`src/rtl/divisor_clock_prog.sv`:
```
// Programmable clock-enable generator: a main divider for clk_out/tick with pause,
// clear and fast modes, and an independent divider producing the blink square wave.
module divisor_clock_prog #(
    parameter int CLK_FREQ_HZ   = 50000000,
    parameter int OUT_FREQ_HZ   = 1,
    parameter int FAST_FACTOR   = 60,
    parameter int BLINK_FREQ_HZ = 2
) (
    input  logic clk_in,
    input  logic rst,
    input  logic en,
    input  logic fast,
    input  logic sync_clr,
    output logic clk_out,
    output logic tick,
    output logic blink
);

    localparam int HALF       = CLK_FREQ_HZ / (2 * OUT_FREQ_HZ);
    localparam int FAST_DIV   = (FAST_FACTOR < 1) ? 1 : FAST_FACTOR;
    localparam int HALF_FAST  = ((HALF / FAST_DIV) < 1) ? 1 : (HALF / FAST_DIV);
    localparam int HALF_BLINK = CLK_FREQ_HZ / (2 * BLINK_FREQ_HZ);
    localparam int MAIN_W     = (HALF > 1) ? $clog2(HALF) : 1;
    localparam int BLINK_W    = (HALF_BLINK > 1) ? $clog2(HALF_BLINK) : 1;

    localparam logic [MAIN_W-1:0]  HALF_LAST      = MAIN_W'(HALF - 1);
    localparam logic [MAIN_W-1:0]  HALF_FAST_LAST = MAIN_W'(HALF_FAST - 1);
    localparam logic [BLINK_W-1:0] BLINK_LAST     = BLINK_W'(HALF_BLINK - 1);

    if (HALF < 1) begin : g_bad_half
        $error("divisor_clock_prog: HALF must be at least 1");
    end
    if (HALF_BLINK < 1) begin : g_bad_blink
        $error("divisor_clock_prog: HALF_BLINK must be at least 1");
    end
    if (FAST_FACTOR < 1) begin : g_bad_fast
        $error("divisor_clock_prog: FAST_FACTOR must be at least 1");
    end

    logic [MAIN_W-1:0]  main_cnt;
    logic [BLINK_W-1:0] blink_cnt;
    logic [MAIN_W-1:0]  limit_last;

    always_comb begin
        limit_last = fast ? HALF_FAST_LAST : HALF_LAST;
    end

    // Terminal test uses >= so a switch to a shorter half-period toggles at once.
    always_ff @(posedge clk_in or negedge rst) begin
        if (!rst) begin
            main_cnt <= '0;
            clk_out  <= 1'b0;
            tick     <= 1'b0;
        end else if (sync_clr) begin
            main_cnt <= '0;
            clk_out  <= 1'b0;
            tick     <= 1'b0;
        end else if (!en) begin
            tick     <= 1'b0;
        end else if (main_cnt >= limit_last) begin
            main_cnt <= '0;
            clk_out  <= ~clk_out;
            tick     <= ~clk_out;
        end else begin
            main_cnt <= main_cnt + 1'b1;
            tick     <= 1'b0;
        end
    end

    always_ff @(posedge clk_in or negedge rst) begin
        if (!rst) begin
            blink_cnt <= '0;
            blink     <= 1'b0;
        end else if (sync_clr) begin
            blink_cnt <= '0;
            blink     <= 1'b0;
        end else if (blink_cnt == BLINK_LAST) begin
            blink_cnt <= '0;
            blink     <= ~blink;
        end else begin
            blink_cnt <= blink_cnt + 1'b1;
        end
    end

endmodule

```
`config.mk`:
```
export PLATFORM = sky130hd
export DESIGN_NAME = divisor_clock_prog
export DESIGN_NICKNAME = d
export VERILOG_FILES = /design/src/rtl/divisor_clock_prog.sv
export SDC_FILE = /design/constraint.sdc
export NUM_CORES = 1
export LEC_CHECK = 0
export ABC_AREA = 0
export CAP_MARGIN = 20
export CORE_ASPECT_RATIO = 1.4
export CORE_MARGIN = 2
export CORE_UTILIZATION = 66
export DETAILED_ROUTE_END_ITERATION = 10
export PLACE_DENSITY = 0.84
export SLEW_MARGIN = 20
export SYNTH_ARGS = -nofsm -noshare
export SYNTH_HDL_FRONTEND = slang
export SYNTH_SLANG_ARGS = --single-unit
```
`constraint.sdc`:
```
create_clock -name clk_in -period 7.1 [get_ports clk_in]
set_input_delay 0.71 -clock clk_in [delete_from_list [all_inputs] [get_ports clk_in]]
set_output_delay 0.71 -clock clk_in [all_outputs]
set_load 0.1 [all_outputs]
```
# ---- Word-level counts from Yosys, hierarchy flattened
# Index checks and enable logic that the tools add are counted.
dict set report op_classes {
  n_reduce_logical 4
  n_mux 14
  bitwise 2
  n_addsub 2
  eq_ne 1
  n_lt_le_gt_ge 1
}
# cell count
set ops {}
lappend ops {{2-to-1 mux 25 bit} 4}
lappend ops {{2-to-1 mux 24 bit} 2}
lappend ops {{adder 25 x 1 -> 25 bit, second input constant} 1}
lappend ops {{greater-or-equal comparator 25 bit} 1}
lappend ops {{adder 24 x 1 -> 24 bit, second input constant} 1}
lappend ops {{== test 24 bit, second input constant} 1}
lappend ops {{2-to-1 mux 1 bit} 8}
lappend ops {{nonzero test 2 bit} 3}
lappend ops {{inverter 1 bit} 2}
lappend ops {{AND reduction 2 bit} 1}
dict set report totals {
  inputBits 5
  output_inout_bits 3
  register_bits 52
  elab_cells 29
}

# ---- Logic depth before layout (Yosys ltp)
dict set report depth {
  ltp_word 5
  ltp_mapped 9
  depth_no_buf 8
}

# ---- Worst setup path before layout
# Ideal clock, no wire load.
dict set report synth_timing {
  path_type {input to register}
  from {input fast}
  to {register main_cnt[15]}
  setup_ps 119
  path_stages 8
  slack_ps 4560
  n_path_buf 1
  required_ps 6981
  arrival_time_ps 2421
  path_cell_list {ha_1 -> nand4b_1 -> or4_1 -> a2111oi_4 -> o31a_1 -> or2_4 -> buf_4 -> nor2_1}
}
dict set report synth_between {
  elab_chain_len 5
}
# item line_no
set synth_rtl {}
lappend synth_rtl {{from (decl)} 12} ;# input logic fast,
lappend synth_rtl {{2-to-1 mux 25 bit} 45} ;# limit_last = fast ? HALF_FAST_LAST : HALF_LAST;
lappend synth_rtl {{greater-or-equal comparator 25 bit} 60} ;# end else if (main_cnt >= limit_last) begin
lappend synth_rtl {{2-to-1 mux 25 bit} 60}
lappend synth_rtl {{2-to-1 mux 25 bit} 58} ;# end else if (!en) begin
lappend synth_rtl {{2-to-1 mux 25 bit} 54} ;# end else if (sync_clr) begin
lappend synth_rtl {{to (signal assigned)} 65} ;# main_cnt <= main_cnt + 1'b1;
lappend synth_rtl {{to (decl)} 40} ;# logic [MAIN_W-1:0] main_cnt;
# Every way passes these cells. The select of a mux whose other input is x is not followed.
# A chain may end at the register's enable or synchronous reset.

# ---- Worst setup path in the final report
dict set report layout_timing {
  from {input fast}
  to {register main_cnt[14]}
}
# Same word-level chain as after synthesis.

==> impl_results.md <==
- Starting Density: 0.683
- Area Overhead vs Synth: 5.88%
- Setup TNS: 0 ns
- Via count: roughly 2,100
- Flop2flop setup slack: ~4.6 ns
- Layout cell share with drive strength beyond 1: 0.0479
- Met1 GRT Util: 0.280
- Gr usage total: 0.247
- Antenna violations before repair: 0
- Worst-Margin Slew: 0.966 ns
- Post-synthesis register bit count: 52
- Max-cap violations: 0
- Post-cts sizing count: 0
- Net count after synthesis: 326
- GRT overflow: 0
- GR peak layer: met2
- Post-DP HPWL: slightly below 4 mm
- CP Launch Type: primary input
- Ports: 8
- Cell count after synthesis: 305
- Deepest clock path buffer count: 2
- Worst min-delay path class: reg2reg
- Clock skew: 0.0122 ns
- Synth cell types: 38
- Outcome: completed
- Nets: roughly 330
- ANT nets after route: 0
- CTS HTree Levels: 2
- WL per Instance: ~15 um
- Tmin final: roughly 3.2 ns
- First-pass GRT wire length: around 9.1 mm
- Worst-Skew Late Latency: 0.31 ns
- Die width: about 60 um
- Worst setup path class: in2reg
- Endpoints failing setup: 0
- Mapped Area: ~2900 sq um
- Crit path from: fast
- Die Area: approximately 4900 sq um
- DRC: 0
- Max Slew Vio Count: 0
- Met2 usage: 0.446
- Clk root buf: clkbuf_8
- Port-buffer cells: 7
- Average cell area after synthesis: ~9.4 sq um
- Total Wirelength: about 5.4 mm
- CP endpoint kind: register
- Crit Reg-Reg Endpoint: main_cnt[14]
- Cts hold-fix bufs: 0
- RR Startpoint: main_cnt[22]
- Final period util: 0.455
- Unrepaired setup endpoints after global routing: no
- Core area: approximately 4200 sq um
- Largest net degree at the start of global routing: 53
- Gpl congestion: just under 0.8
- Die Ht: slightly above 80 um
- Final core occ: 0.723
- Critical Path AT: roughly 3.4 ns
- Critical Path Sink: main_cnt[14]
- DR iter-0 viols: 97
- Ant diodes: 0
- Num CTS Buffers: 5
- Met3 Use GR: 0.0425
- TritonCTS clock tree: built
- Worst path required time: around 7.3 ns
- Reg2reg path depth: 7
- Vias in the first global route: between 2,000 and 2,500
- Clock sink count: between 50 and 60
- Post-CTS setup buffers: 0
- Row count: 28
- Leakage: around 0.0013 uW
- Router iterations before antenna repair: 4
- Sequential share of the synthesized area: 0.453
- Crit-path max FO: 20
- Fmax: approximately 310 MHz
- Via/cell ratio: about 6.0
- Hold Violations, Final: 0
- Clock transition at path regs: about 0.08 ns
- Slew headroom: 0.354
- Yosys warns: 0
- Pwr dens: about 160 nW/um^2
- FILL cells: about 330
- Peak supply drop: around 180 uV
-- cells by family (layout without fill, tap and decap cells) --
group / count (synthesis) / in the layout / share of synthesized area
buf+inv: 21 / 29 / 0.0327
flops: 52 / 52 / 0.453
compound gates: 30 / 30 / 0.0671
xor+xnor: 40 / 40 / 0.122
simple gates: 146 / 146 / 0.255
fa+ha+maj: 16 / 16 / 0.0697
-- per-stage QoR --
stage / std cells / total power [uW] / hold slack, ns / setup WS [ns] / cell area (sq um)
detailed placement: 351 / 340 / 0.477 / 3.54 / 2960
floorplan: 305 / 327 / 0.414 / 4.56 / 2870
finish: 358 / 491 / 0.488 / 3.87 / 3040
global route: 358 / 510 / 0.510 / 3.61 / 3040
CTS: 358 / 496 / 0.488 / 3.85 / 3040
global placement: 351 / 338 / 0.474 / 3.65 / 2960
-- layer usage --
metal,part of all wire,vias up
met2,0.54,30
met4,0.024,0
met5,0,-
met3,0.026,11
met1,0.41,1033
li1,-,1061
-- synthesized netlist by cell type, drive strengths merged --
library cell  instances  area [sq um]
and2                  1          6.26
and3                  1          6.26
and4                  4          35.0
or3                   4          25.0
xnor2                21           184
nand4b                3          26.3
nor4b                 1          8.76
or2                   3          21.3
nand3                21           105
dfrtp                52          1300
a211o                 2          17.5
o21a                  2          15.0
nand2                22          82.6
xor2                 19           166
nor4                  4          43.8
clkbuf                5          18.8
a2111oi               1          27.5
ha                   16           200
nand4                12          75.1
nand2b                2          12.5
inv                  12          45.0
or4                   1          7.51
o21ai                10          50.0
nor2                 55           206
nor3b                 1          7.51
a211oi                1          7.51
clkinv                1          3.75
o31a                  1          8.76
a21oi                12          60.1
o22ai                 1          6.26
buf                   3          26.3
nor3                 10          55.1
and3b                 1          8.76
-- worst max-delay path, cell delays in order --
cell and delay, ns:
clkdlybuf4s50_1 0.72, inv_1 0.18, ha_1 0.33, nand3_1 0.07
or4_1 0.55, a2111oi_4 0.27, o31a_1 0.22, or2_4 0.28
nor2_1 0.08
-- sequential cells by signal (all words and copies together), names as in the netlist --
register   flops
main_cnt      25
blink_cnt     24
blink          1
clk_out        1
tick           1
-- cell type report --
class / instances / area, sq um / area share
Clock inverter: 1 / 5.00 / 0.00165
Timing Repair Buffer: 9 / 80.1 / 0.0263
Inverter: 13 / 48.8 / 0.0160
Clock buffer: 6 / 72.6 / 0.0239
Sequential cell: 52 / 1300 / 0.428
Multi-Input combinational cell: 232 / 1480 / 0.486
Tap cell: 45 / 56.3 / 0.0185
-- cell usage in the layout, fill, tap and decap left out, drive strengths merged, types with 3 or more instances in the layout --
cell type      instances
dfrtp                 52
buf                    3
nand2                 22
nor2                  55
nand4                 12
and4                   4
nor3                  10
clkdlybuf4s50          6
clkbuf                 6
inv                   12
nor4                   4
a21oi                 12
xnor2                 21
xor2                  19
o21ai                 10
nand4b                 3
nand3                 21
or2                    3
or3                    4
ha                    16
-- worst min path at each step --
stage	from	slack, ns	to	depth (start not counted)
global placement	blink_cnt[0]	0.47	blink_cnt[0]	1
detailed placement	blink_cnt[0]	0.48	blink_cnt[0]	1
CTS	blink_cnt[0]	0.49	blink_cnt[0]	1
global route	blink_cnt[0]	0.51	blink_cnt[0]	1
floorplan	rst	0.41	blink	0
finish	blink_cnt[0]	0.49	blink_cnt[0]	1
-- power breakdown --
group / internal [uW] / leakage (uW) / switching (uW)
logic: 9.60 / 0.000499 / 20.6
clock network: 67.2 / 0.0000410 / 90.7
registers: 299 / 0.000722 / 3.81
total: 376 / 0.00126 / 115
Note: power is estimated with default switching activity, not from simulation.
